### config.mk
export PLATFORM = sky130hd
export DESIGN_NAME = openhmc_rf_arbiter
export DESIGN_NICKNAME = d
export VERILOG_FILES = /design/src/rtl/openhmc_rf_arbiter.sv
export SDC_FILE = /design/constraint.sdc
export NUM_CORES = 1
export LEC_CHECK = 0
export CAP_MARGIN = 10
export CORE_AREA = 3 3 133 135
export CTS_CLUSTER_DIAMETER = 120
export DETAILED_ROUTE_END_ITERATION = 12
export DIE_AREA = 0 0 136 138
export PLACE_DENSITY_LB_ADDON = 0.08
export SYNTH_ARGS = -nofsm -noshare
export SYNTH_HDL_FRONTEND = slang
export SYNTH_SLANG_ARGS = --single-unit
### constraint.sdc
create_clock -name clk_hmc -period 2.8 [get_ports clk_hmc]
set_clock_uncertainty 0.05 [all_clocks]
set_input_delay 0.56 -clock clk_hmc [delete_from_list [all_inputs] [get_ports clk_hmc]]
set_output_delay 0.56 -clock clk_hmc [all_outputs]
set_load 0.005 [all_outputs]
### src/rtl/openhmc_rf_arbiter.sv
// rtl/openhmc_rf_arbiter.sv - two-requester round-robin arbiter onto a single register-file master port
// Optional access timeout is enabled by defining OPENHMC_RF_ARB_TIMEOUT_EN.
module openhmc_rf_arbiter #(
    parameter int HMC_RF_AWIDTH = 4,
    parameter int HMC_RF_WWIDTH = 64,
    parameter int HMC_RF_RWIDTH = 64,
    parameter int TIMEOUT_LOG   = 8
) (
    input  logic                       clk_hmc,
    input  logic                       res_n_hmc,
    input  logic [1:0]                 req_valid,
    input  logic [1:0]                 req_write,
    input  logic [2*HMC_RF_AWIDTH-1:0] req_address,
    input  logic [2*HMC_RF_WWIDTH-1:0] req_wdata,
    output logic [1:0]                 req_ready,
    output logic [1:0]                 req_done,
    output logic [1:0]                 req_error,
    output logic [HMC_RF_RWIDTH-1:0]   req_rdata,
    output logic [HMC_RF_AWIDTH-1:0]   rf_address,
    output logic [HMC_RF_WWIDTH-1:0]   rf_write_data,
    output logic                       rf_read_en,
    output logic                       rf_write_en,
    input  logic [HMC_RF_RWIDTH-1:0]   rf_read_data,
    input  logic                       rf_access_complete,
    input  logic                       rf_invalid_address
);

    typedef enum logic [1:0] {
        ST_IDLE  = 2'd0,
        ST_ISSUE = 2'd1,
        ST_WAIT  = 2'd2
    } state_t;

    state_t state;
    state_t state_next;

    logic [1:0] grant;
    logic       grant_id;
    logic       last_grant;
    logic       acc_write;
    logic       acc_id;
    logic       complete;
    logic       timeout;

    if (TIMEOUT_LOG < 2) begin : g_timeout_log_check
        $error("TIMEOUT_LOG must be at least 2");
    end

    // Grant is only offered in IDLE; with both requesting, the one not served last wins.
    always_comb begin
        grant = 2'b00;
        if (state == ST_IDLE) begin
            case (req_valid)
                2'b01:   grant = 2'b01;
                2'b10:   grant = 2'b10;
                2'b11:   grant = last_grant ? 2'b01 : 2'b10;
                default: grant = 2'b00;
            endcase
        end
    end

    assign req_ready = grant;
    assign grant_id  = grant[1];

    // Responses are only meaningful while an access is outstanding.
    assign complete = ((state == ST_ISSUE) || (state == ST_WAIT)) && rf_access_complete;

`ifdef OPENHMC_RF_ARB_TIMEOUT_EN
    localparam logic [TIMEOUT_LOG-1:0] TIMEOUT_LAST = TIMEOUT_LOG'((1 << TIMEOUT_LOG) - 2);

    logic [TIMEOUT_LOG-1:0] timeout_cnt;

    // Counter holds the number of WAIT cycles already elapsed without completion.
    always_ff @(posedge clk_hmc or negedge res_n_hmc) begin
        if (!res_n_hmc) begin
            timeout_cnt <= '0;
        end else if ((state == ST_WAIT) && !rf_access_complete && !timeout) begin
            timeout_cnt <= timeout_cnt + TIMEOUT_LOG'(1);
        end else begin
            timeout_cnt <= '0;
        end
    end

    assign timeout = (state == ST_WAIT) && !rf_access_complete && (timeout_cnt == TIMEOUT_LAST);
`else
    assign timeout = 1'b0;
`endif

    always_ff @(posedge clk_hmc or negedge res_n_hmc) begin
        if (!res_n_hmc) begin
            state <= ST_IDLE;
        end else begin
            state <= state_next;
        end
    end

    always_comb begin
        state_next = state;
        case (state)
            ST_IDLE:  if (|grant) state_next = ST_ISSUE;
            ST_ISSUE: state_next = complete ? ST_IDLE : ST_WAIT;
            ST_WAIT:  if (complete || timeout) state_next = ST_IDLE;
            default:  state_next = ST_IDLE;
        endcase
    end

    assign rf_read_en  = (state == ST_ISSUE) && !acc_write;
    assign rf_write_en = (state == ST_ISSUE) &&  acc_write;

    always_ff @(posedge clk_hmc or negedge res_n_hmc) begin
        if (!res_n_hmc) begin
            last_grant    <= 1'b1;
            acc_write     <= 1'b0;
            acc_id        <= 1'b0;
            rf_address    <= '0;
            rf_write_data <= '0;
            req_done      <= 2'b00;
            req_error     <= 2'b00;
            req_rdata     <= '0;
        end else begin
            req_done  <= 2'b00;
            req_error <= 2'b00;

            if (|grant) begin
                last_grant    <= grant_id;
                acc_id        <= grant_id;
                acc_write     <= req_write[grant_id];
                rf_address    <= grant_id ? req_address[HMC_RF_AWIDTH +: HMC_RF_AWIDTH]
                                          : req_address[0 +: HMC_RF_AWIDTH];
                rf_write_data <= grant_id ? req_wdata[HMC_RF_WWIDTH +: HMC_RF_WWIDTH]
                                          : req_wdata[0 +: HMC_RF_WWIDTH];
            end

            // A completion arriving on the last WAIT cycle beats the timeout.
            if (complete) begin
                req_done[acc_id]  <= 1'b1;
                req_error[acc_id] <= rf_invalid_address;
                if (!acc_write) begin
                    req_rdata <= rf_read_data;
                end
            end else if (timeout) begin
                req_done[acc_id]  <= 1'b1;
                req_error[acc_id] <= 1'b1;
                req_rdata         <= '0;
            end
        end
    end

endmodule

After elaboration in Yosys (flattened, before gate mapping)
Cells that the tools add are included.
{"block": "totals", "reg_bits": 141, "in_bits": 208, "output_inout_bits": 140, "wordCells": 46}
{"block": "classes", "order_cmp": 3, "n_eq_ne": 7, "mux": 15, "bitwise": 2, "reduce_logical": 10}
{"op": "$mux W64", "count": 1}
{"op": "$mux W2", "count": 7}
{"op": "$pmux W2 S3", "count": 2}
{"op": "$eq A2 B2 Y1 const B", "count": 3}
{"op": "$eq A2 B1 Y1 const B", "count": 2}
{"op": "$logic_and A1 B1 Y1", "count": 4}
{"op": "$lt A1 B2 Y1 const B", "count": 2}
{"op": "$mux W4", "count": 1}
{"op": "$reduce_and A2 Y1", "count": 2}
{"op": "$mux W1", "count": 3}
{"op": "$and A2 B2 Y2", "count": 1}
{"op": "$logic_not A2 Y1", "count": 1}
{"op": "$ne A2 B1 Y1 const B", "count": 1}
{"op": "$ne A2 B2 Y1 const B", "count": 1}
{"op": "$reduce_or A2 Y1", "count": 1}
{"op": "$demux W1 S1", "count": 1}
{"op": "$ge A1 B1 Y1 const B", "count": 1}
{"op": "$logic_not A1 Y1", "count": 1}
{"op": "$logic_or A1 B1 Y1", "count": 1}
{"op": "$not A1 Y1", "count": 1}

Logic depth before layout (Yosys ltp)
Gate-level depths: netlist (run 1).
{"block": "depth", "word_depth": 6, "ltp_mapped": 7, "mapped_depth_nobuf": 5}

Worst setup path before layout (run 1)
OpenSTA, ideal clock, no wires.
{"block": "synth_timing", "path_type": "reg-to-output", "start": "register state[1]", "end": "output port req_ready[0]", "arrival_time_ns": 1.179, "t_required_ns": 2.190, "setup_slack_ns": 1.011, "path_stages_with_launch": 6, "path_buffers": 1, "path_cell_list": "dfrtp_1 inv_1 ha_1 nand2_1 a21oi_2 buf_2"}
{"block": "synth_via", "elab_chain_len": 2}
{"item": "from (decl)", "line": "34", "text": "state_t state;"}
{"item": "from (signal assigned)", "line": "93", "text": "state <= state_next;"}
{"item": "$logic_not A2 Y1", "line": "52", "text": "if (state == ST_IDLE) begin"}
{"item": "$mux W2", "line": "52"}
{"item": "to (decl)", "line": "15", "text": "output logic [1:0] req_ready,"}
Every way passes these cells.

Worst setup path in the final report (run 1)
Ends and elaborated chain as after synthesis.

==> implementation parameters, run 1 <==
Parameter                              Value

Die
  Overall die area    18800 µm²
  Overall die height    138 µm
  IO Count    348
  Number of cell rows    47
  Die X-Extent    136 µm
  Area of the core region    16600 µm²
  Starting density of the core    0.363

Finish
  Total area of sequential cells    3530 µm²
  Antenna diode count    0
  # fillers    1292
  Nets    961
  Share of post-route cells with drive strength above 1    0.155
  Layout Area Growth over Synthesis    71.6%
  Count of non-filler cells in the finished layout    983
  Area occupied by multi-input gates    2290 µm²

Synthesis
  Sequential cell area fraction in the yosys report    0.587
  Synth unique cells    29
  Post-Synthesis Cell Area    6010 µm²
  Most frequent cells after synthesis    dfrtp_1 (140), a221o_1 (69), and2_0 (67)
  FFs w/ async S/R, synth    1.00
  Warning count from the yosys run    0
  Post-synthesis sequential element count    141
  Top area cells in the synthesized netlist    dfrtp_1 (58%), mux2_4 (15%), a221o_1 (11%), and2_0 (7.0%), buf_12 (2.0%)
  Cell count after synthesis    401
  Post-synthesis area per instance    15.0 µm²
  Number of nets in the synthesized netlist    612
  Fraction of synthesized cell area taken by the top area cell type    0.583
  Number of enable-type register cells in the synthesized netlist    0
  Most repeated cell in the gate-level netlist after synthesis    dfrtp_1
  Main flop type after synthesis    dfrtp_1
  Most area-hungry cell type in the Yosys netlist    dfrtp_1

Power
  Cell-internal power    8.10 mW
  Worst-case vdd ir drop    0.000990 V
  Total design power    11.4 mW
  Relative contribution of the clock network to total power    0.211
  Leakage component of the power    4.45 nW
  Sequential fraction of design power    0.318
  Reported net switching power    3.29 mW
  Logic pwr share    0.471
  Switching part of the total power    0.289
  Power per cell area    1100 nW/µm²

GRT
  Antenna violations before repair    0
  Global-route wire length before repair    30200 µm
  Via count of the first global-routing pass    5360
  All-Layer GR Usage    0.209
  Pin count of the biggest net entering global routing    71
  Total congestion overflow    0

Timing
  Transition time at the pin with the least slew margin    0.783 ns
  Slew HR    0.478
  Final count of pins violating max slew    0
  Max frequency    0.378 GHz
  Final setup vio count    0
  Final Hold Fails    0
  Unrepaired setup endpoints after global routing    false
  Sum Neg Setup Slack    0 ns
  Min Clock Period, post-route    2.64 ns
  Worst Hold Margin    0.0702 ns
  Final worst path period share    0.944

Worst setup path
  Arrival time of the worst setup path    2.03 ns
  Internal reg-to-reg setup slack    0.67 ns
  Critical Setup Path Class    register to output port
  Worst setup path end    req_ready[0]
  Launch instance of the worst register-to-register path    state[1]$_DFFE_PN0P_
  Capture point of the worst reg-to-reg path    rf_write_data[8]$_DFFE_PN0P_
  CP Capture Type    output port
  Crit path launch    state[1]$_DFFE_PN0P_
  Depth of the worst register-to-register path    6
  Largest fanout of any net on the critical path    5
  Kind of start point of the critical path    register
  Worst Path Required    2.19 ns

CTS
  Post-CTS repair timing setup buffer count    0
  Root Buffer Master    clkbuf_16
  Clock latency at the later pin of the worst-skew pair    0.41 ns
  Largest buffer count on any clock path    2
  Number of H-tree branching levels    4
  Clk pin slew, worst setup/hold paths    0.06 ns
  Sink count of the clock tree    141
  Clock tree from TritonCTS    built
  Number of CTS-inserted buffers    17

Route
  Detailed-routing iteration count for the pre-antenna-repair pass    4
  DR DRC count    0
  Routed via count divided by cell count    4.92
  Post-DR wirelength/cell    20.0 µm
  Post-route ant nets    0
  Count of routing violations after the opening detailed-route iteration    124
  Via Count    4840
  Total Wirelength    19700 µm

Placement
  Port Buf Inserts    347
  Cells after DPL    951
  Detailed placer's ending HPWL    14500 µm
  Final estimated routing congestion in global placement    0.769

Job
  Total of max-cap violations    0

Worst hold path
  Worst hold path class    primary input to async pin

Run status
  Result of the run    complete, no violations
## cells in the final DEF, fill, tap and decap left out, drive strengths merged
cell type and instances:
clkinv 4, dfstp 1, clkdlybuf4s50 346, clkbuf 18
buf 12, and2 72, o21ai 2, a221o 69
ha 3, and3 1, o21ba 1, nand2 4
nor4b 1, nor2b 1, dfrtp 140, inv 6
or2 1, a21oi 4, a21o 1, bufinv 4
clkinvlp 4, mux2 64, nor2 1, a211oi 1
a211o 1, nor3b 1
## worst max-delay path, stage by stage (launching register included)
cell             delay (ns)
dfrtp_1                0.40
inv_1                  0.11
ha_2                   0.29
nand2_1                0.13
a21oi_4                0.13
clkdlybuf4s50_1        0.56
## how the worst min path moves through the flow
stage                       startpoint                        end  slack (ns)  cells past startpoint
floorplan                    res_n_hmc         acc_id$_DFFE_PN0P_        0.21                      0
global placement    acc_id$_DFFE_PN0P_      req_done[0]$_DFF_PN0_        0.40                      1
detailed placement  acc_id$_DFFE_PN0P_      req_done[0]$_DFF_PN0_        0.41                      1
CTS                          res_n_hmc  req_rdata[42]$_DFFE_PN0P_        0.08                      1
global route                 res_n_hmc   req_rdata[4]$_DFFE_PN0P_        0.11                      1
finish                       res_n_hmc  req_rdata[42]$_DFFE_PN0P_        0.07                      1
## area by class of cell
cell class	count	area share
sequential	141	0.342
inverter	4	0.00146
multi-input combinational	228	0.222
timing repair buffer	358	0.347
tap	220	0.0267
clock buffer	18	0.0426
clock inverter	14	0.0186
## registers in the layout, indices dropped and copies added, names as in the netlist
register / cells
rf_write_data: 64
req_done: 2
req_rdata: 64
rf_address: 4
last_grant: 1
acc_write: 1
acc_id: 1
state: 2
req_error: 2
## power by group through the flow
stage          combinational, mW  clock (mW)  sequential [mW]
2_1_floorplan               2.51           0             3.65
3_3_place_gp                5.33           0             3.60
3_5_place_dp                5.41           0             3.62
4_1_cts                     5.44        2.47             3.63
5_1_grt                     5.76        2.56             3.74
6_report                    5.36        2.40             3.62
## cells by family after synthesis
kind of cell	share of synthesized area
compound gates	0.127
fa+ha+maj	0.00624
buf+inv	0.0379
flops	0.587
mux	0.157
simple gates	0.0845
## per-layer routing
layer	up-vias	wire, µm	global-route usage	part of all wire
met3	34	1870	0.0818	0.095
met4	0	581	0.0859	0.030
met1	2366	7440	0.239	0.38
met2	247	9800	0.349	0.50
met5	-	0	0	0
li1	2193	-	-	-
## repair_timing
| action | 4_1_cts | 5_1_grt |
|---|---|---|
| hold buffers | 0 | 0 |
| setup endpoints to repair | 0 | 2 |
| resized for setup | 0 | 1 |
## per-stage QoR
stage	cell area [µm²]	setup slack, ns	utilization
final	10300	0.156	0.622
after global placement	9690	0.319	0.584
after floorplan	6010	1.01	-
after global routing	10300	0.0383	0.622
after detailed placement	9690	0.325	0.584
after CTS	10300	0.0140	0.622
No activity file was read; power rests on OpenSTA's default activity.
==> inputs of run 2 (changes only) <==
--- a/config.mk
+++ b/config.mk
@@ -10,6 +10,7 @@
 export CTS_CLUSTER_DIAMETER = 120
 export DETAILED_ROUTE_END_ITERATION = 12
 export DIE_AREA = 0 0 136 138
+export MAX_ROUTING_LAYER = met4
 export PLACE_DENSITY_LB_ADDON = 0.08
 export SYNTH_ARGS = -nofsm -noshare
 export SYNTH_HDL_FRONTEND = slang
==> run 2 against run 1 <==
Effect of this change:
- highest routed layer unchanged
- die area stayed put
- first-iteration DRC count is 13% higher
- critical path depth stayed put
==> implementation parameters, run 2 (synthesis gave the netlist of run 1 again) <==
Parameter                              Value

Run status
  Result of the run    complete, no violations (unchanged)

GRT
  Global-route wire length before repair    30100 µm (was 30200 µm)
  Via count of the first global-routing pass    5393 (was 5360)
  Pin count of the biggest net entering global routing    71 (unchanged)
  All-Layer GR Usage    0.216 (was 0.209)
  Total congestion overflow    0 (unchanged)
  Antenna violations before repair    0 (unchanged)

Finish
  Nets    961 (unchanged)
  # fillers    1292 (unchanged)
  Antenna diode count    0 (unchanged)
  Top library cells by usage in the layout, fill and taps aside    clkdlybuf4s50_1 (346), dfrtp_1 (140), a221o_1 (69) (unchanged)
  Layout Area Growth over Synthesis    71.6% (unchanged)
  Share of post-route cells with drive strength above 1    0.155 (unchanged)
  Most common cell after layout, fill and taps aside    clkdlybuf4s50_1 (unchanged)
  Registers with the highest flip-flop counts    req_rdata x64, rf_write_data x64, rf_address x4 (unchanged)
  Final standard cell area without fillers    10300 µm² (unchanged)

CTS
  Sink count of the clock tree    141 (unchanged)
  Clock latency at the later pin of the worst-skew pair    0.42 ns (was 0.41 ns)
  Clk pin slew, worst setup/hold paths    0.06 ns (about the same)
  Root Buffer Master    clkbuf_16 (unchanged)
  Clock tree from TritonCTS    built (unchanged)
  Number of H-tree branching levels    4 (unchanged)
  Number of CTS-inserted buffers    17 (unchanged)
  Largest buffer count on any clock path    2 (unchanged)

Die
  Number of cell rows    47 (unchanged)
  Overall die area    18800 µm² (unchanged)
  Overall die height    138 µm (unchanged)
  Starting density of the core    0.363 (unchanged)
  IO Count    348 (unchanged)
  Area of the core region    16600 µm² (unchanged)
  Die X-Extent    136 µm (unchanged)

Timing
  Sum Neg Setup Slack    0 ns (unchanged)
  Min Clock Period, post-route    2.65 ns (was 2.64 ns)
  Unrepaired setup endpoints after global routing    false (unchanged)
  Final setup vio count    0 (unchanged)
  Final worst path period share    0.947 (was 0.944)
  Slew HR    0.479 (was 0.478)
  Final count of pins violating max slew    0 (unchanged)
  Max frequency    0.377 GHz (was 0.378 GHz)
  Final Hold Fails    0 (unchanged)
  Transition time at the pin with the least slew margin    0.782 ns (was 0.783 ns)

Route
  Routed via count divided by cell count    4.94 (was 4.92)
  Total Wirelength    19700 µm (about the same)
  Post-route ant nets    0 (unchanged)
  Detailed-routing iteration count for the pre-antenna-repair pass    5 (was 4)
  Post-DR wirelength/cell    20.1 µm (was 20.0 µm)
  Via Count    4853 (was 4840)
  DR DRC count    0 (unchanged)
  Count of routing violations after the opening detailed-route iteration    140 (was 124)

Placement
  Post-Place Cell Area    9690 µm² (unchanged)
  Final estimated routing congestion in global placement    0.779 (was 0.769)
  Detailed placer's ending HPWL    14500 µm (unchanged)
  Port Buf Inserts    347 (unchanged)

Worst setup path
  Critical Setup Path Class    register to output port (unchanged)
  Largest fanout of any net on the critical path    5 (unchanged)
  Kind of start point of the critical path    register (unchanged)
  Depth of the worst register-to-register path    6 (unchanged)
  CP Capture Type    output port (unchanged)
  Worst Path Required    2.19 ns (about the same)
  Arrival time of the worst setup path    2.04 ns (was 2.03 ns)

Worst hold path
  Worst hold path class    primary input to async pin (unchanged)

Power
  Power per cell area    1100 nW/µm² (about the same)
  Total design power    11.4 mW (about the same)
  Worst-case vdd ir drop    0.000987 V (was 0.000990 V)
  Leakage component of the power    4.45 nW (unchanged)

Job
  Total of max-cap violations    0 (unchanged)
[run 2: cell counts in the layout (fill, tap and decap cells not counted)]
Identical to the previous run, type by type.
[run 2: critical path, stage by stage, from the launching register on]
cell and delay (ns):
dfrtp_1 0.40, inv_1 0.11, ha_2 0.29, nand2_1 0.14, a21oi_4 0.13, clkdlybuf4s50_1 0.57
[run 2: layout make-up]
cell class,instances,area (µm²),area share
multi-input combinational,228,2290,0.222
clock inverter,14,191,0.0186
sequential,141,3530,0.342
clock buffer,18,439,0.0426
timing repair buffer,358,3580,0.347
inverter,4,15.0,0.00146
tap,220,275,0.0267
[run 2: metrics by stage]
step                 util  std cells  hold WS [ns]  setup WS [ns]
global placement    0.584        951         0.403          0.319
detailed placement  0.584        951         0.411          0.325
finish              0.622        983        0.0649          0.148
floorplan               -        401         0.214           1.01
global route        0.622        983         0.115         0.0378
CTS                 0.622        983        0.0842         0.0140
[run 2: routing by layer]
layer  vias up  GRT usage  wire length (µm)
li1       2194          -                 -
met1      2375      0.245              7520
met2       254      0.350              9850
met3        30     0.0759              1800
met4         0     0.0812               560
met5         -          -                 0
[run 2: path summary, 6_finish.rpt]
check,from,end,slack (ns)
min in group clk_hmc,acc_id$_DFFE_PN0P_,req_done[0]$_DFF_PN0_,0.42
min reg2reg,acc_id$_DFFE_PN0P_,req_done[0]$_DFF_PN0_,0.42
max in group asynchronous,res_n_hmc,rf_write_data[22]$_DFFE_PN0P_,1.81
max reg2reg,state[1]$_DFFE_PN0P_,acc_id$_DFFE_PN0P_,0.67
max,state[1]$_DFFE_PN0P_,req_ready[0],0.15
min,res_n_hmc,req_rdata[42]$_DFFE_PN0P_,0.06
[run 2: power breakdown]
part	switching, mW	internal, mW
logic	1.85	3.52
registers	0.556	3.07
clock network	0.884	1.52
[run 2: what timing repair did]
action / 4_1_cts / 5_1_grt
hold buffers: 0 / 0
setup buffers: 0 / 0
gates resized for setup: 0 / 1
setup endpoints to repair: 0 / 2
